**src/rtl/div_operand_sequencer.sv**
```systemverilog
// Screens operand pairs for divide-by-zero/overflow, then runs the restoring divider with a watchdog.
// Latency: error result 2 cycles after accept; ok result 1 cycle after the divider reports done.
// Backpressure: in_ready only in IDLE; the result is held until out_ready. Option: DIV_OPERAND_SEQUENCER_STATS_EN.
module div_operand_sequencer #(
    parameter int DW_DVD  = 10,
    parameter int DW_DVS  = 5,
    parameter int TIMEOUT = 31
) (
    input  logic              clk,
    input  logic              rst,
    input  logic              in_valid,
    output logic              in_ready,
    input  logic [DW_DVD-1:0] in_dividend,
    input  logic [DW_DVS-1:0] in_divisor,
    output logic              div_start,
    output logic [DW_DVD-1:0] div_dividend,
    output logic [DW_DVS-1:0] div_divisor,
    input  logic              div_ready,
    input  logic [DW_DVS-1:0] div_q,
    input  logic [DW_DVS-1:0] div_r,
    output logic              out_valid,
    input  logic              out_ready,
    output logic [DW_DVS-1:0] out_q,
    output logic [DW_DVS-1:0] out_r,
    output logic [1:0]        out_err
`ifdef DIV_OPERAND_SEQUENCER_STATS_EN
    ,
    output logic [7:0]        stat_ops,
    output logic [7:0]        stat_errs
`endif
);

    typedef enum logic [2:0] {
        IDLE,
        CHECK,
        WAIT_BUSY,
        WAIT_DONE,
        RESP
    } state_t;

    localparam logic [7:0]        WD_LAST = 8'(TIMEOUT - 1);
    localparam logic [DW_DVS-1:0] ALL1    = '1;

    state_t     state;
    logic [7:0] wdog;

    always_ff @(posedge clk) begin
        if (!rst) begin
            state        <= IDLE;
            in_ready     <= 1'b1;
            div_start    <= 1'b0;
            div_dividend <= '0;
            div_divisor  <= '0;
            out_valid    <= 1'b0;
            out_q        <= '0;
            out_r        <= '0;
            out_err      <= 2'b00;
            wdog         <= '0;
        end else begin
            div_start <= 1'b0;
            case (state)
                IDLE: begin
                    if (in_valid && in_ready) begin
                        div_dividend <= in_dividend;
                        div_divisor  <= in_divisor;
                        in_ready     <= 1'b0;
                        state        <= CHECK;
                    end
                end
                CHECK: begin
                    // Quotient fits in DW_DVS bits only if the upper dividend half is below the divisor.
                    if (div_divisor == '0) begin
                        out_err   <= 2'b01;
                        out_q     <= ALL1;
                        out_r     <= '0;
                        out_valid <= 1'b1;
                        state     <= RESP;
                    end else if (div_dividend[DW_DVD-1:DW_DVS] >= div_divisor) begin
                        out_err   <= 2'b10;
                        out_q     <= ALL1;
                        out_r     <= '0;
                        out_valid <= 1'b1;
                        state     <= RESP;
                    end else if (div_ready) begin
                        div_start <= 1'b1;
                        state     <= WAIT_BUSY;
                    end
                end
                WAIT_BUSY: begin
                    // The divider's ready may still reflect the previous op here.
                    wdog  <= '0;
                    state <= WAIT_DONE;
                end
                WAIT_DONE: begin
                    if (div_ready) begin
                        out_q     <= div_q;
                        out_r     <= div_r;
                        out_err   <= 2'b00;
                        out_valid <= 1'b1;
                        state     <= RESP;
                    end else if (wdog == WD_LAST) begin
                        out_err   <= 2'b11;
                        out_q     <= ALL1;
                        out_r     <= '0;
                        out_valid <= 1'b1;
                        state     <= RESP;
                    end else begin
                        wdog <= wdog + 8'd1;
                    end
                end
                RESP: begin
                    if (out_ready) begin
                        out_valid <= 1'b0;
                        in_ready  <= 1'b1;
                        state     <= IDLE;
                    end
                end
                default: begin
                    state    <= IDLE;
                    in_ready <= 1'b1;
                end
            endcase
        end
    end

`ifdef DIV_OPERAND_SEQUENCER_STATS_EN
    always_ff @(posedge clk) begin
        if (!rst) begin
            stat_ops  <= '0;
            stat_errs <= '0;
        end else if (out_valid && out_ready) begin
            if (out_err == 2'b00) begin
                if (stat_ops != 8'hff) stat_ops <= stat_ops + 8'd1;
            end else begin
                if (stat_errs != 8'hff) stat_errs <= stat_errs + 8'd1;
            end
        end
    end
`endif

endmodule

```
**config.mk**
```make
export PLATFORM = sky130hd
export DESIGN_NAME = div_operand_sequencer
export DESIGN_NICKNAME = d
export VERILOG_FILES = /design/src/rtl/div_operand_sequencer.sv
export SDC_FILE = /design/constraint.sdc
export NUM_CORES = 1
export LEC_CHECK = 0
export ABC_AREA = 0
export ABC_CLOCK_PERIOD_IN_PS = 3250
export CAP_MARGIN = 30
export CORE_MARGIN = 2
export CORE_UTILIZATION = 51
export CTS_BUF_LIST = sky130_fd_sc_hd__clkbuf_4 sky130_fd_sc_hd__clkbuf_8
export CTS_CLUSTER_DIAMETER = 60
export DETAILED_ROUTE_END_ITERATION = 10
export PLACE_DENSITY = 0.87
export SYNTH_ARGS = -nofsm -noshare
export SYNTH_HDL_FRONTEND = slang
export SYNTH_SLANG_ARGS = --single-unit
```
**constraint.sdc**
```tcl
create_clock -name clk -period 3.25 [get_ports clk]
set_input_delay 0.325 -clock clk [delete_from_list [all_inputs] [get_ports clk]]
set_output_delay 0.325 -clock clk [all_outputs]
set_load 0.005 [all_outputs]
```
==> results of run 1 <==
[worst reg2reg max path, cell delays in order, from the launching register on]
cell	delay (ps)
dfxtp_1	410
inv_1	60
ha_1	300
a21o_1	160
a31oi_1	210
o21ai_0	200
and4bb_4	320
o221a_2	280
[placed cells by master (no fill, tap or decap), drive strengths merged, types with 2 or more instances in the layout]
cell type	instances
a21oi	6
a31oi	2
and3	2
and4	2
buf	2
clkbuf	7
clkdlybuf4s50	59
dfxtp	41
ha	7
inv	7
mux2i	15
nand2	14
nand3	8
nand4	4
nor2	11
nor2b	19
o211a	3
o211ai	2
o21ai	13
o221a	5
xor2	5
[worst max-delay path by stage]
stage | from | to | slack (ps) | cells past startpoint
finish | div_divisor[2]$_SDFFE_PN0P_ | out_q[1]$_SDFFE_PN0P_ | 1200 | 7
global route | div_divisor[2]$_SDFFE_PN0P_ | out_q[1]$_SDFFE_PN0P_ | 1100 | 7
CTS | div_divisor[2]$_SDFFE_PN0P_ | out_q[1]$_SDFFE_PN0P_ | 1200 | 7
detailed placement | div_ready | out_q[1]$_SDFFE_PN0P_ | 1050 | 5
global placement | in_valid | div_dividend[0]$_SDFFE_PN0P_ | 1000 | 4
floorplan | div_divisor[4]$_SDFFE_PN0P_ | out_q[3]$_SDFFE_PN0P_ | 1290 | 8
[power by group through the flow]
stage               registers (mW)  logic [mW]  clock network, mW
floorplan                    0.696       0.423                  0
global placement             0.710       0.678                  0
detailed placement           0.712       0.712                  0
CTS                          0.704       0.716              0.270
global route                 0.721       0.779              0.293
finish                       0.705       0.714              0.262
[routing by layer]
layer  up-vias  global-route usage [%]
met1       734                    29.1
met4         0                    5.59
met3         6                    7.12
met2        36                    35.9
li1        800                       -
met5         -                       0
[state kept, by name, summed over array words and instances, names as in the netlist]
register and cells:
div_start 1, out_q 5, wdog 8, out_valid 1, div_dividend 10, state 3
in_ready 1, out_r 5, out_err 2, div_divisor 5
[logic make-up (layout without fill, tap and decap cells)]
family	Yosys count	in the layout	share of synthesized area [%]
xor+xnor	5	5	2.35
fa+ha+maj	7	7	4.70
simple gates	69	69	21.4
buf+inv	15	75	3.69
mux	15	15	8.05
flops	41	41	44.0
compound gates	38	38	15.8
[layout make-up]
cell class / count / area (µm²)
sequential: 41 / 821
multi-input combinational: 134 / 975
timing repair buffer: 61 / 613
tap: 46 / 57.6
clock buffer: 7 / 58.8
inverter: 7 / 26.3
fill: 255 / 865
[through the flow]
step / cell area (µm²) / setup slack [ps] / util, %
6_report: 2550 / 1200 / 74.7
3_5_place_dp: 2490 / 1050 / 73.0
3_3_place_gp: 2480 / 1000 / 72.5
2_1_floorplan: 1860 / 1290 / -
5_1_grt: 2550 / 1100 / 74.7
4_1_cts: 2550 / 1200 / 74.7
==> results.md, run 1 <==
- CTS buffer count: 5
- CTS max path bufs: 2
- P_leak: 1.05 nW
- Seq pwr share: 41.9%
- Ant. Diodes: 0
- Hold Path Origin: out_r[2]$_SDFFE_PN0P_
- Post-CTS Resized: 0
- First-pass GRT wire length: 7250 µm
- Worst Reg-to-Reg Cells: 7
- Status: complete, no violations
- Post-synth EDFFs: 0
- RSZ-0062 raised after global routing: false
- Pint: 1.13 mW
- Crit. End Element: flop
- Setup TNS: 0 ps
- CTS clock-pin slew for the worst setup and hold paths: 110 ps
- Async S/R FF share, synth: 0%
- Post-synthesis sequential area ratio: 44.0%
- Mapped Cells: 190
- Routability congestion estimate: 0.798
- P&R area growth vs syn: 36.8%
- Count leader, synth: dfxtp_1
- Rel. slew slack: 66.7%
- Hold path cells: 2
- Slowest stage delay, CP: 410 ps
- Root Buffer: clkbuf_4
- Routed wl met3: 222 µm
- Delay-heaviest family, CP: compound AO/OA/AOI/OAI gates
- Reg2Reg Launch Point: div_divisor[2]$_SDFFE_PN0P_
- Final non-filler cell total: 296
- Chip height: 64.5 µm
- Worst Setup Path Type: reg -> reg
- Die area: 4160 µm²
- Synth Cell Area: 1860 µm²
- TritonCTS clock tree: yes
- Sw Ratio: 32.9%
- Largest net degree at the start of global routing: 34
- CP bufs+invs: 1
- Power density over the cells: 659 nW/µm²
- DRC violations left: 0
- NetSw: 553 µW
- Hold Path Sink: out_r[2]$_SDFFE_PN0P_
- Final setup fails: 0
- WL met2: 2020 µm
- Ys Warns: 0
- Part of the power in the clock network: 15.6%
- Worst-Margin Slew: 499 ps
- DR top layer: met4
- Logic pwr share: 42.5%
- MaxCap Viol Count: 0
- Starting DRC count in detailed routing: 63
- HP Class: reg -> reg
- Worst Setup Start Kind: flop
- Syn avg cell area: 9.81 µm²
- Post-CTS Hold Buffers: 0
- Share of layout cells above drive strength 1: 7.20%
- Floorplan row count: 21
- IO Pins: 60
- CP max stage cell: dfxtp_1
- Setup Fix Bufs, Post-CTS: 0
- Flops & latches, synth: 41
- Final hold slack: 469 ps
- Clk_lat worst skew: 340 ps
- Yosys top cell area share: 44.0%
- Gr ovfl total: 0
- Synth cell types: 38
- Met1 WL: 1920 µm
- Starting density of the core: 54.6%
- Die width: 64.5 µm
- CP arrival: 2290 ps
- Detail Route Antenna Nets: 0
- Fmax achieved: 487 MHz
- CP Cell Sequence: inv_1 -> ha_1 -> a21o_1 -> a31oi_1 -> o21ai_0 -> and4bb_4 -> o221a_2
- Worst reg2reg endpoint: out_q[1]$_SDFFE_PN0P_
- Synth area leader: dfxtp_1
- Critical Path RT: 3490 ps
- Max-slew violation total from the final report: 0
- Clk sinks: 41
- First drt pass iteration count: 4
- GRT Overall Usage: 22.3%
- Design Power: 1.68 mW
- Final min period: 2050 ps
- Post-synth top flop: dfxtp_1
- Worst vdd ir: 321 µV
- Drt wl/cell: 14.2 µm
- Final Hold Fails: 0
- DRT Wirelength: 4210 µm
- Nets: 287
- Post-DP HPWL: 3070 µm
- Clk_skew: 10.8 ps
- Avg Vias per Cell: 5.32
- Vias in the first global route: 1541
- R2R Setup Slk: 1200 ps
- H-tree depth: 2
- Tcrit/Tclk final: 63.2%
- DR vias: 1576
- Synth area leaders: dfxtp_1, mux2i_1, nor2b_1
- Number of buffers inserted by port buffering: 59
- Placed Instances: 289
- Initial antenna violation count: 0
- Critical path fanouts, max: 14
- Top post-synthesis cells by count: dfxtp_1, nor2b_1, mux2i_1, nand2_1, o21ai_0
- Core Region: 3420 µm²
- Syn nets: 227
Power figures use the tool's default switching activity.
==> inputs of run 2 (changes only) <==
ABC_CLOCK_PERIOD_IN_PS = 2130   (was 3250)
CORE_UTILIZATION = 47   (was 51)
PLACE_DENSITY = 0.81   (was 0.87)
clock period = 2.13 ns   (was 3.25 ns; I/O delays follow)
==> run 2 against run 1 <==
Against the previous run:
- clock power is 150% higher
- final cell count is 2.0% higher
- register-to-register slack worse by 1000 ps
- design area is 3.6% higher
- global-route usage is 1.5 points lower
- non-clock buffer count is 3 higher
- sequential share of layout area is 1.1 points lower
- clock-buffer cell count stayed put
- largest power group is now sequential cells
- sequential power is 52% higher
- combinational power is 50% higher
- critical path depth stayed put
==> results.md, run 2 (synthesized netlist as in run 1, its figures left out) <==
- Clk_lat worst skew: 300 ps (-40 ps)
- Detail Route Antenna Nets: 0 (unchanged)
- TritonCTS clock tree: yes
- Tcrit/Tclk final: 91.7% (+28 points)
- Hold Path Origin: out_r[4]$_SDFFE_PN0P_
- Core Region: 3740 µm² (+9.6%)
- Clk_skew: 8.96 ps (-1.81 ps)
- Fmax achieved: 512 MHz (+5.2%)
- First-pass GRT wire length: 7000 µm (-3.3%)
- Worst reg2reg endpoint: out_q[1]$_SDFFE_PN0P_
- CP arrival: 2140 ps (-150 ps)
- Fin util: 70.6% (-4.1 points)
- Chip height: 67.0 µm (+3.9%)
- Worst Setup Path Type: reg -> reg
- Worst Setup Start Kind: flop
- H-tree depth: 2 (unchanged)
- DRT Wirelength: 4230 µm (+0.45%)
- DR vias: 1592 (+1.0%)
- CTS buffer count: 5 (unchanged)
- Setup TNS: 0 ps (unchanged)
- Vias in the first global route: 1564 (+1.5%)
- Worst-Margin Slew: 617 ps (+119 ps)
- Die area: 4490 µm² (+8.0%)
- Final min period: 1950 ps (-101 ps)
- Final Hold Fails: 0 (unchanged)
- HP Class: reg -> reg
- CTS max path bufs: 2 (unchanged)
- Ant. Diodes: 0 (unchanged)
- Setup Fix Bufs, Post-CTS: 0 (unchanged)
- Die width: 67.0 µm (+3.9%)
- Largest Register: div_dividend
- Post-DP HPWL: 3070 µm (+0.24%)
- Logic pwr share: 38.4% (-4.1 points)
- Largest regs: div_dividend: 10 flops, wdog: 8 flops
- Floorplan row count: 22 (+4.8%)
- Commonest non-fill, non-tap cell in the layout: clkdlybuf4s50_1
- Worst setup path endpoint: out_q[1]$_SDFFE_PN0P_
- Starting DRC count in detailed routing: 59 (-6.3%)
- Gr ovfl total: 0 (unchanged)
- Critical Path Source: div_divisor[2]$_SDFFE_PN0P_
- Rel. slew slack: 58.7% (-8.0 points)
- Starting density of the core: 49.8% (-4.8 points)
- Reg2Reg Launch Point: div_divisor[2]$_SDFFE_PN0P_
- Worst Reg-to-Reg Cells: 7 (unchanged)
- MaxCap Viol Count: 0 (unchanged)
- Root Buffer: clkbuf_8
- R2R Setup Slk: 180 ps (-1020 ps)
- Initial antenna violation count: 0 (unchanged)
- Filler cells: 310 (+22%)
- Most frequent cells in the layout: clkdlybuf4s50_1, dfxtp_1, nor2b_1
- Routability congestion estimate: 0.825 (+3.4%)
- Share of layout cells above drive strength 1: 8.66% (+1.5 points)
- Final setup fails: 0 (unchanged)
- Post-CTS Hold Buffers: 0 (unchanged)
- Part of the power in the clock network: 23.3% (+7.7 points)
- Nets: 290 (+1.0%)
- CTS clock-pin slew for the worst setup and hold paths: 80 ps (-30 ps)
- Critical path fanouts, max: 14 (unchanged)
- Power density over the cells: 1060 nW/µm² (+61%)
- Critical Path RT: 2310 ps (-1180 ps)
- P&R area growth vs syn: 41.7%
- P_leak: 1.10 nW (+4.2%)
- GRT Overall Usage: 20.8% (-1.5 points)
- IO Pins: 60 (unchanged)
- Worst vdd ir: 624 µV (+94%)
- Avg Vias per Cell: 5.27 (-0.99%)
- Pint: 1.94 mW (+72%)
- Post-CTS Resized: 0 (unchanged)
- Crit. End Element: flop
- Sw Ratio: 30.7% (-2.2 points)
- NetSw: 858 µW (+55%)
- Largest register FFs: 10 (unchanged)
- Drt wl/cell: 14.0 µm (-1.5%)
- Status: complete, no violations
- Number of buffers inserted by port buffering: 59 (unchanged)
- First drt pass iteration count: 4 (unchanged)
- Seq pwr share: 38.3% (-3.6 points)
- RSZ-0062 raised after global routing: false
- DRC violations left: 0 (unchanged)
- Max-slew violation total from the final report: 0 (unchanged)
- Clk sinks: 41 (unchanged)
- Largest net degree at the start of global routing: 25 (-26%)
## run 2: area by class of cell
class	instances	area (µm²)	area share (%)
timing repair buffer	64	641	24.2
clock buffer	7	90.1	3.41
clock inverter	1	30.0	1.14
tap	48	60.1	2.27
multi-input combinational	134	975	36.9
inverter	7	26.3	0.994
sequential	41	821	31.1
## run 2: metrics by stage
stage | hold slack [ps] | area (µm²) | power, mW | setup slack [ps] | cells
2_1_floorplan | 338 | 1860 | 1.71 | 169 | 190
3_3_place_gp | 451 | 2520 | 2.14 | 174 | 294
3_5_place_dp | 457 | 2520 | 2.16 | 131 | 294
4_1_cts | 467 | 2640 | 2.83 | 104 | 302
5_1_grt | 487 | 2640 | 3.00 | 23.8 | 302
6_report | 462 | 2640 | 2.80 | 178 | 302
## run 2: metal layers
layer	GRT usage (%)	vias to the layer above	part of all wire, %
met5	0	-	0
met4	7.91	0	1.4
met3	6.93	6	5.4
met2	35.0	36	47
met1	24.5	742	46
li1	-	808	-
## run 2: worst max-delay path: stages (launching register included)
cell and delay, ps:
dfxtp_1 400, inv_1 70, ha_1 290, a21o_1 160
a31oi_1 210, o21ai_1 150, and4bb_4 290, o221a_2 270
## run 2: power groups by stage
stage               clock network, mW  registers, mW  logic, mW
finish                          0.654           1.07       1.07
floorplan                           0           1.06      0.645
global placement                    0           1.09       1.05
detailed placement                  0           1.09       1.08
global route                    0.714           1.10       1.19
CTS                             0.672           1.07       1.08
## run 2: how the worst min path moves through the flow
stage               cells past startpoint                     to  slack (ps)
floorplan                               2   div_start$_SDFF_PP0_         340
global placement                        2  out_r[0]$_SDFFE_PN0P_         450
detailed placement                      2  out_r[4]$_SDFFE_PN0P_         460
CTS                                     2  out_r[4]$_SDFFE_PN0P_         470
global route                            2  out_r[4]$_SDFFE_PN0P_         490
finish                                  2  out_r[4]$_SDFFE_PN0P_         460
==> inputs of run 3 (changes only) <==
HOLD_SLACK_MARGIN = 0.05   (was not set)
==> results of run 3 <==
Final layout, timing and power as in run 2 (identical DEF).
